## config.mk

```make
export PLATFORM = sky130hd
export DESIGN_NAME = ray_hit_scoreboard
export DESIGN_NICKNAME = d
export VERILOG_FILES = /design/src/rtl/ray_hit_scoreboard.sv
export SDC_FILE = /design/constraint.sdc
export NUM_CORES = 1
export LEC_CHECK = 0
export BUFFER_PORTS_ARGS = -buffer_cell sky130_fd_sc_hd__buf_2
export CORE_MARGIN = 4
export CORE_UTILIZATION = 50
export DETAILED_ROUTE_END_ITERATION = 8
export GPL_TIMING_DRIVEN = 0
export PLACE_DENSITY_LB_ADDON = 0.08
export SYNTH_ARGS = -nofsm -noshare
export SYNTH_HDL_FRONTEND = slang
export SYNTH_SLANG_ARGS = --single-unit
```

## constraint.sdc

```tcl
create_clock -name clk -period 1.75 [get_ports clk]
set_input_delay 0.175 -clock clk [delete_from_list [all_inputs] [get_ports clk]]
set_output_delay 0.175 -clock clk [all_outputs]
set_load 0.02 [all_outputs]
```

## src/rtl/ray_hit_scoreboard.sv

```systemverilog
// Hit/miss scoreboard: delays golden results by the core latency and counts
// type1 (golden hit, core miss), type2 (golden miss, core hit) and matches.
module ray_hit_lane (
   input  logic golden,
   input  logic hit_miss,
   output logic type1,
   output logic type2
);
   assign type1 = golden & ~hit_miss;
   assign type2 = ~golden & hit_miss;
endmodule

module ray_hit_scoreboard #(
   parameter int LANES   = 1,
   parameter int LATENCY = 34,
   parameter int CNT_W   = 16,
   parameter int NRAY_W  = 16
) (
   input  logic              clk,
   input  logic              rst,
   input  logic              start,
   input  logic [NRAY_W-1:0] n_rays,
   input  logic              issue_vld,
   input  logic [LANES-1:0]  golden,
   input  logic [LANES-1:0]  hit_miss,
   output logic [CNT_W-1:0]  type1_cnt,
   output logic [CNT_W-1:0]  type2_cnt,
   output logic [CNT_W-1:0]  match_cnt,
   output logic              sat,
   output logic              busy,
   output logic              done
);
   localparam int SW = $clog2(LANES + 1);

   typedef enum logic [1:0] {IDLE, RUN, DRAIN, DONE} state_t;

   state_t                         state;
   logic [NRAY_W-1:0]              nr;
   logic [NRAY_W-1:0]              issued;
   logic [LATENCY-1:0]             vld_pipe;
   logic [LATENCY-1:0][LANES-1:0]  gold_pipe;
   logic                           push;
   logic                           tail_vld;
   logic                           pending;
   logic [LANES-1:0]               e1, e2;
   logic [SW-1:0]                  t1_sum, t2_sum, m_sum;
   logic [CNT_W:0]                 s1, s2, sm;

   assign push     = issue_vld && (state == RUN) && (issued < nr);
   assign tail_vld = vld_pipe[LATENCY-1];
   // Anything still in flight once the tail entry has been consumed this cycle.
   assign pending  = |(vld_pipe << 1);

   for (genvar i = 0; i < LANES; i++) begin : g_lane
      ray_hit_lane u_lane (
         .golden   (gold_pipe[LATENCY-1][i]),
         .hit_miss (hit_miss[i]),
         .type1    (e1[i]),
         .type2    (e2[i])
      );
   end

   always_comb begin
      t1_sum = '0;
      t2_sum = '0;
      for (int i = 0; i < LANES; i++) begin
         t1_sum = t1_sum + SW'(e1[i]);
         t2_sum = t2_sum + SW'(e2[i]);
      end
      m_sum = SW'(LANES) - t1_sum - t2_sum;
   end

   assign s1 = {1'b0, type1_cnt} + (CNT_W+1)'(t1_sum);
   assign s2 = {1'b0, type2_cnt} + (CNT_W+1)'(t2_sum);
   assign sm = {1'b0, match_cnt} + (CNT_W+1)'(m_sum);

   // Golden payload needs no reset; only the valid bits qualify it.
   always_ff @(posedge clk)
      gold_pipe <= (gold_pipe << LANES) | (LATENCY*LANES)'(golden);

   always_ff @(posedge clk) begin
      if (rst) begin
         state     <= IDLE;
         nr        <= '0;
         issued    <= '0;
         vld_pipe  <= '0;
         type1_cnt <= '0;
         type2_cnt <= '0;
         match_cnt <= '0;
         sat       <= 1'b0;
         busy      <= 1'b0;
         done      <= 1'b0;
      end else begin
         vld_pipe <= (vld_pipe << 1) | LATENCY'(push);
         if (push) issued <= issued + NRAY_W'(1);
         if (tail_vld) begin
            type1_cnt <= s1[CNT_W] ? '1 : s1[CNT_W-1:0];
            type2_cnt <= s2[CNT_W] ? '1 : s2[CNT_W-1:0];
            match_cnt <= sm[CNT_W] ? '1 : sm[CNT_W-1:0];
            if (s1[CNT_W] || s2[CNT_W] || sm[CNT_W]) sat <= 1'b1;
         end
         case (state)
            IDLE, DONE: if (start) begin
               nr        <= n_rays;
               issued    <= '0;
               type1_cnt <= '0;
               type2_cnt <= '0;
               match_cnt <= '0;
               sat       <= 1'b0;
               if (n_rays != '0) begin
                  state <= RUN;
                  busy  <= 1'b1;
                  done  <= 1'b0;
               end else begin
                  state <= DONE;
                  busy  <= 1'b0;
                  done  <= 1'b1;
               end
            end
            RUN: if (issued == nr) state <= DRAIN;
            DRAIN: if (!pending) begin
               state <= DONE;
               busy  <= 1'b0;
               done  <= 1'b1;
            end
            default: state <= IDLE;
         endcase
      end
   end
endmodule
```

==> impl_table.tex <==
\begin{tabular}{lr}
\hline
Metric & Value \\
\hline
\multicolumn{2}{l}{\textbf{Timing}} \\
\quad Highest Clock Rate & a little over 500 MHz \\
\quad Fin Clk Skew & about 13 ps \\
\quad Total Neg Setup Slack & -3120 ps \\
\quad Min Tclk post-route & $\sim$1900 ps \\
\quad Max-slew violation total from the final report & 0 \\
\quad Final period utilization & 1.10 \\
\quad Worst-margin pin slew & 555 ps \\
\quad Final number of setup-violating endpoints & 22 \\
\quad Setup repair after global routing missed its margin & yes \\
\quad Hold WS & 25.3 ps \\
\quad Final worst slack & -183 ps \\
\quad Hold Vio Cnt, Final & 0 \\
\quad Relative slew margins & 0.630 \\
\multicolumn{2}{l}{\textbf{Synth}} \\
\quad Number of enable flip-flop cells after synthesis & 0 \\
\quad Most used DFF post-synth & sky130\_fd\_sc\_hd\_\_dfxtp\_1 \\
\quad Seq cells post-synth & around 150 \\
\quad Number of different library cells in the post-synthesis netlist & 43 \\
\quad Share of the synthesized area in the top cell type & 0.498 \\
\quad Asr flop ratio synth & 0 \\
\quad Syn Nets & 710 \\
\quad Top cells by area, synth & sky130\_fd\_sc\_hd\_\_dfxtp\_1 (50\%), sky130\_fd\_sc\_hd\_\_ha\_1 (5.7\%), sky130\_fd\_sc\_hd\_\_a21oi\_1 (5.0\%) \\
\quad Seq/Total Area, Yosys & 0.498 \\
\quad Syn. warnings & 0 \\
\quad Dominant cell type by area after synthesis & sky130\_fd\_sc\_hd\_\_dfxtp\_1 \\
\quad Synthesized instance count & 660 \\
\quad Synth Area per Inst & about 9.3 um2 \\
\quad Mapped Area & 6150 um2 \\
\multicolumn{2}{l}{\textbf{Placement}} \\
\quad Minimum setup slack after placement & -469 ps \\
\quad Port Buffer Count & 71 \\
\quad Half-perimeter wire length after detailed placement & approximately 9400 um \\
\quad GP Congestion & 0.905 \\
\multicolumn{2}{l}{\textbf{GRT}} \\
\quad First-pass GRT wire length & 24000 um \\
\quad Antenna violations before repair & 0 \\
\quad Grt total ovfl & 0 \\
\quad Total routing resource utilization after global routing & 0.207 \\
\quad Largest net degree at the start of global routing & 17 \\
\quad Number of global-route vias before repair & between 5000 and 6000 \\
\multicolumn{2}{l}{\textbf{Status}} \\
\quad Outcome & finished with violations \\
\quad Violations in the final reports & setup timing \\
\multicolumn{2}{l}{\textbf{Detailed routing}} \\
\quad Average via count per standard cell & 5.50 \\
\quad Length of the first detailed-routing pass in iterations & 4 \\
\quad Met2 wire length & between 6000 and 7000 um \\
\quad Routed WL & between 10000 and 15000 um \\
\quad Metal1 wirelength & a little under 7000 um \\
\quad Avg WL per Cell & roughly 15 um \\
\quad Via count & between 5000 and 6000 \\
\quad Max layer used & met4 \\
\quad Count of nets left with antenna violations after detail routing & 0 \\
\quad Post-route DRC & 0 \\
\quad Initial DRC Count & around 320 \\
\quad Sum of met3 wire segment lengths after detailed routing & 723 um \\
\multicolumn{2}{l}{\textbf{Finish}} \\
\quad \# fillers & $\sim$900 \\
\quad Final Net Count & about 850 \\
\quad Antenna diode count & 0 \\
\quad Most common cell after layout, fill and taps aside & sky130\_fd\_sc\_hd\_\_dfxtp\_1 \\
\quad Relative area change from synthesis to final layout & 39.6\% \\
\quad Most used cells in the layout excluding fill and tap cells & sky130\_fd\_sc\_hd\_\_dfxtp\_1 (130), sky130\_fd\_sc\_hd\_\_nand2\_1 (75), sky130\_fd\_sc\_hd\_\_buf\_2 (72), sky130\_fd\_sc\_hd\_\_a21oi\_1 (48), sky130\_fd\_sc\_hd\_\_nor2b\_1 (35) \\
\quad Share of cells above drive strength 1 & 0.345 \\
\multicolumn{2}{l}{\textbf{Clock network}} \\
\quad Clock tree from TritonCTS & built \\
\quad Number of sinks driven by the clock tree & 153 \\
\quad CTS H-Tree Depth & 4 \\
\quad Master cell of the clock root buffer & sky130\_fd\_sc\_hd\_\_clkbuf\_16 \\
\quad Number of buffers created by CTS & 17 \\
\quad Worst skew pair latency & $\sim$420 ps \\
\quad Clock transition at the registers of the reported paths & approximately 60 ps \\
\quad Clock Tree Buf Depth & 2 \\
\multicolumn{2}{l}{\textbf{Worst hold path}} \\
\quad Terminating pin of the worst hold path & nr[0] \\
\quad Type of the worst min-delay path & primary input to register \\
\quad Hold Path Origin & n\_rays[0] \\
\quad Number of stages on the worst hold path & 3 \\
\multicolumn{2}{l}{\textbf{Power}} \\
\quad Power density normalized to cell area & 1070 nW/um2 \\
\quad Leakage Power & approximately 3.4 nW \\
\quad Worst IR drop on VDD & just over 1 mV \\
\multicolumn{2}{l}{\textbf{Floorplan}} \\
\quad Site Rows & 40 \\
\quad Core ar. & around 12000 um2 \\
\quad Top-Level Pins & 73 \\
\quad Die extent in x & around 120 um \\
\quad Die Footprint & approximately 14000 um2 \\
\quad Effective utilization at floorplan & 0.512 \\
\quad Y dimension of the die & approximately 120 um \\
\multicolumn{2}{l}{\textbf{Worst setup path}} \\
\quad Register-to-register setup slack & -180 ps \\
\quad Reg-to-reg startpoint & issued[1] \\
\quad FF-to-FF End & issued[6] \\
\quad Length in cells of the worst reg-to-reg path & 8 \\
\quad Startpoint type of the worst setup path & register \\
\quad Maximum fanout along the worst path & 5 \\
\quad Setup Crit Path Kind & register to register \\
\quad Critical Path End Type & register \\
\quad Required @ worst endpoint & 2090 ps \\
\quad Arrival @ worst endpoint & approximately 2300 ps \\
\multicolumn{2}{l}{\textbf{Flow run}} \\
\quad Total of max-cap violations & 0 \\
\hline
\end{tabular}
-- synth_stat cells, types with 5 or more instances --
cell type and count:
sky130_fd_sc_hd__ha_1 28, sky130_fd_sc_hd__dfxtp_1 153, sky130_fd_sc_hd__and3_1 13, sky130_fd_sc_hd__nor2b_1 35, sky130_fd_sc_hd__inv_1 25, sky130_fd_sc_hd__a21oi_1 62, sky130_fd_sc_hd__nor2_1 29, sky130_fd_sc_hd__o21ai_0 11
sky130_fd_sc_hd__xnor2_1 9, sky130_fd_sc_hd__and4_1 11, sky130_fd_sc_hd__nand2_1 78, sky130_fd_sc_hd__nand3_1 22, sky130_fd_sc_hd__xor2_1 19, sky130_fd_sc_hd__mux2i_1 20, sky130_fd_sc_hd__clkbuf_1 20, sky130_fd_sc_hd__a211oi_1 5
sky130_fd_sc_hd__nor3_1 13, sky130_fd_sc_hd__nand4_1 23, sky130_fd_sc_hd__nor4_1 22, sky130_fd_sc_hd__or3_1 16
-- state kept, by name, summed over array words and instances (netlist names) --
register	count
sat	1
vld_pipe	34
match_cnt	16
gold_pipe	34
done	1
type2_cnt	16
nr	16
issued	16
busy	1
type1_cnt	16
state	2
-- worst max path at each step --
stage / start / endpoint / slack (ps) / depth (start not counted)
2_1_floorplan: gold_pipe[33] / match_cnt[14] / -130 / 7
3_3_place_gp: hit_miss / match_cnt[13] / -370 / 9
3_5_place_dp: state[0] / type1_cnt[1] / -470 / 7
4_1_cts: nr[14] / issued[9] / -230 / 8
5_1_grt: issued[1] / issued[13] / -290 / 8
6_report: issued[1] / issued[6] / -180 / 8
-- timing repair --
item | CTS | global route
pin swaps | 28 | 32
setup buffers | 16 | 13
hold buffers | 15 | 0
resized for setup | 106 | 86
setup endpoints to repair | 78 | 78
gates cloned | 2 | 1
hold endpoints to repair | 15 | 0
-- routing by layer --
layer / global-route usage / vias to the layer above
met5: 0 / -
met1: 0.264 / 2484
met4: 0.0797 / 0
li1: - / 2604
met3: 0.0541 / 26
met2: 0.337 / 138
-- final cells by class --
class / count / area (um2) / share of cell area
buffer: 26 / 196 / 0.0229
multi-input combinational: 455 / 3660 / 0.426
clock buffer: 20 / 457 / 0.0532
inverter: 25 / 93.8 / 0.0109
timing repair buffer: 117 / 796 / 0.0926
sequential: 153 / 3100 / 0.361
tap: 147 / 184 / 0.0214
clock inverter: 12 / 106 / 0.0124
-- through the flow --
step,util,power (mW),std cells,instance area (um2)
after floorplan,-,4.71,660,6240
after global placement,0.564,5.01,878,6780
after detailed placement,0.564,5.05,878,6780
after CTS,0.676,9.00,943,8130
after global routing,0.715,9.66,955,8590
final,0.715,9.23,955,8590
-- cells by family after synthesis --
family	after synthesis	synth area share
adder cells (fa/ha/maj)	28	0.0569
buffers and inverters	52	0.0344
multiplexers	20	0.0325
flip-flops	153	0.498
AND/OR/NAND/NOR	284	0.250
XOR/XNOR	28	0.0398
AO/OA/AOI/OAI	95	0.0890
-- where the power goes --
part / internal (mW) / switching [mW] / total (mW)
clock network: 1.93 / 1.52 / 3.45
logic: 0.898 / 1.12 / 2.02
registers: 3.66 / 0.0993 / 3.76
total: 6.49 / 2.74 / 9.23
-- critical path: stages, from the launching register on --
cell,delay [ps]
sky130_fd_sc_hd__dfxtp_4,360
sky130_fd_sc_hd__ha_4,230
sky130_fd_sc_hd__nor2b_1,120
sky130_fd_sc_hd__o211ai_1,260
sky130_fd_sc_hd__a21boi_4,100
sky130_fd_sc_hd__buf_12,150
sky130_fd_sc_hd__buf_12,140
sky130_fd_sc_hd__nor4_4,270
sky130_fd_sc_hd__mux2i_1,230
Note: power is estimated with default switching activity, not from simulation.
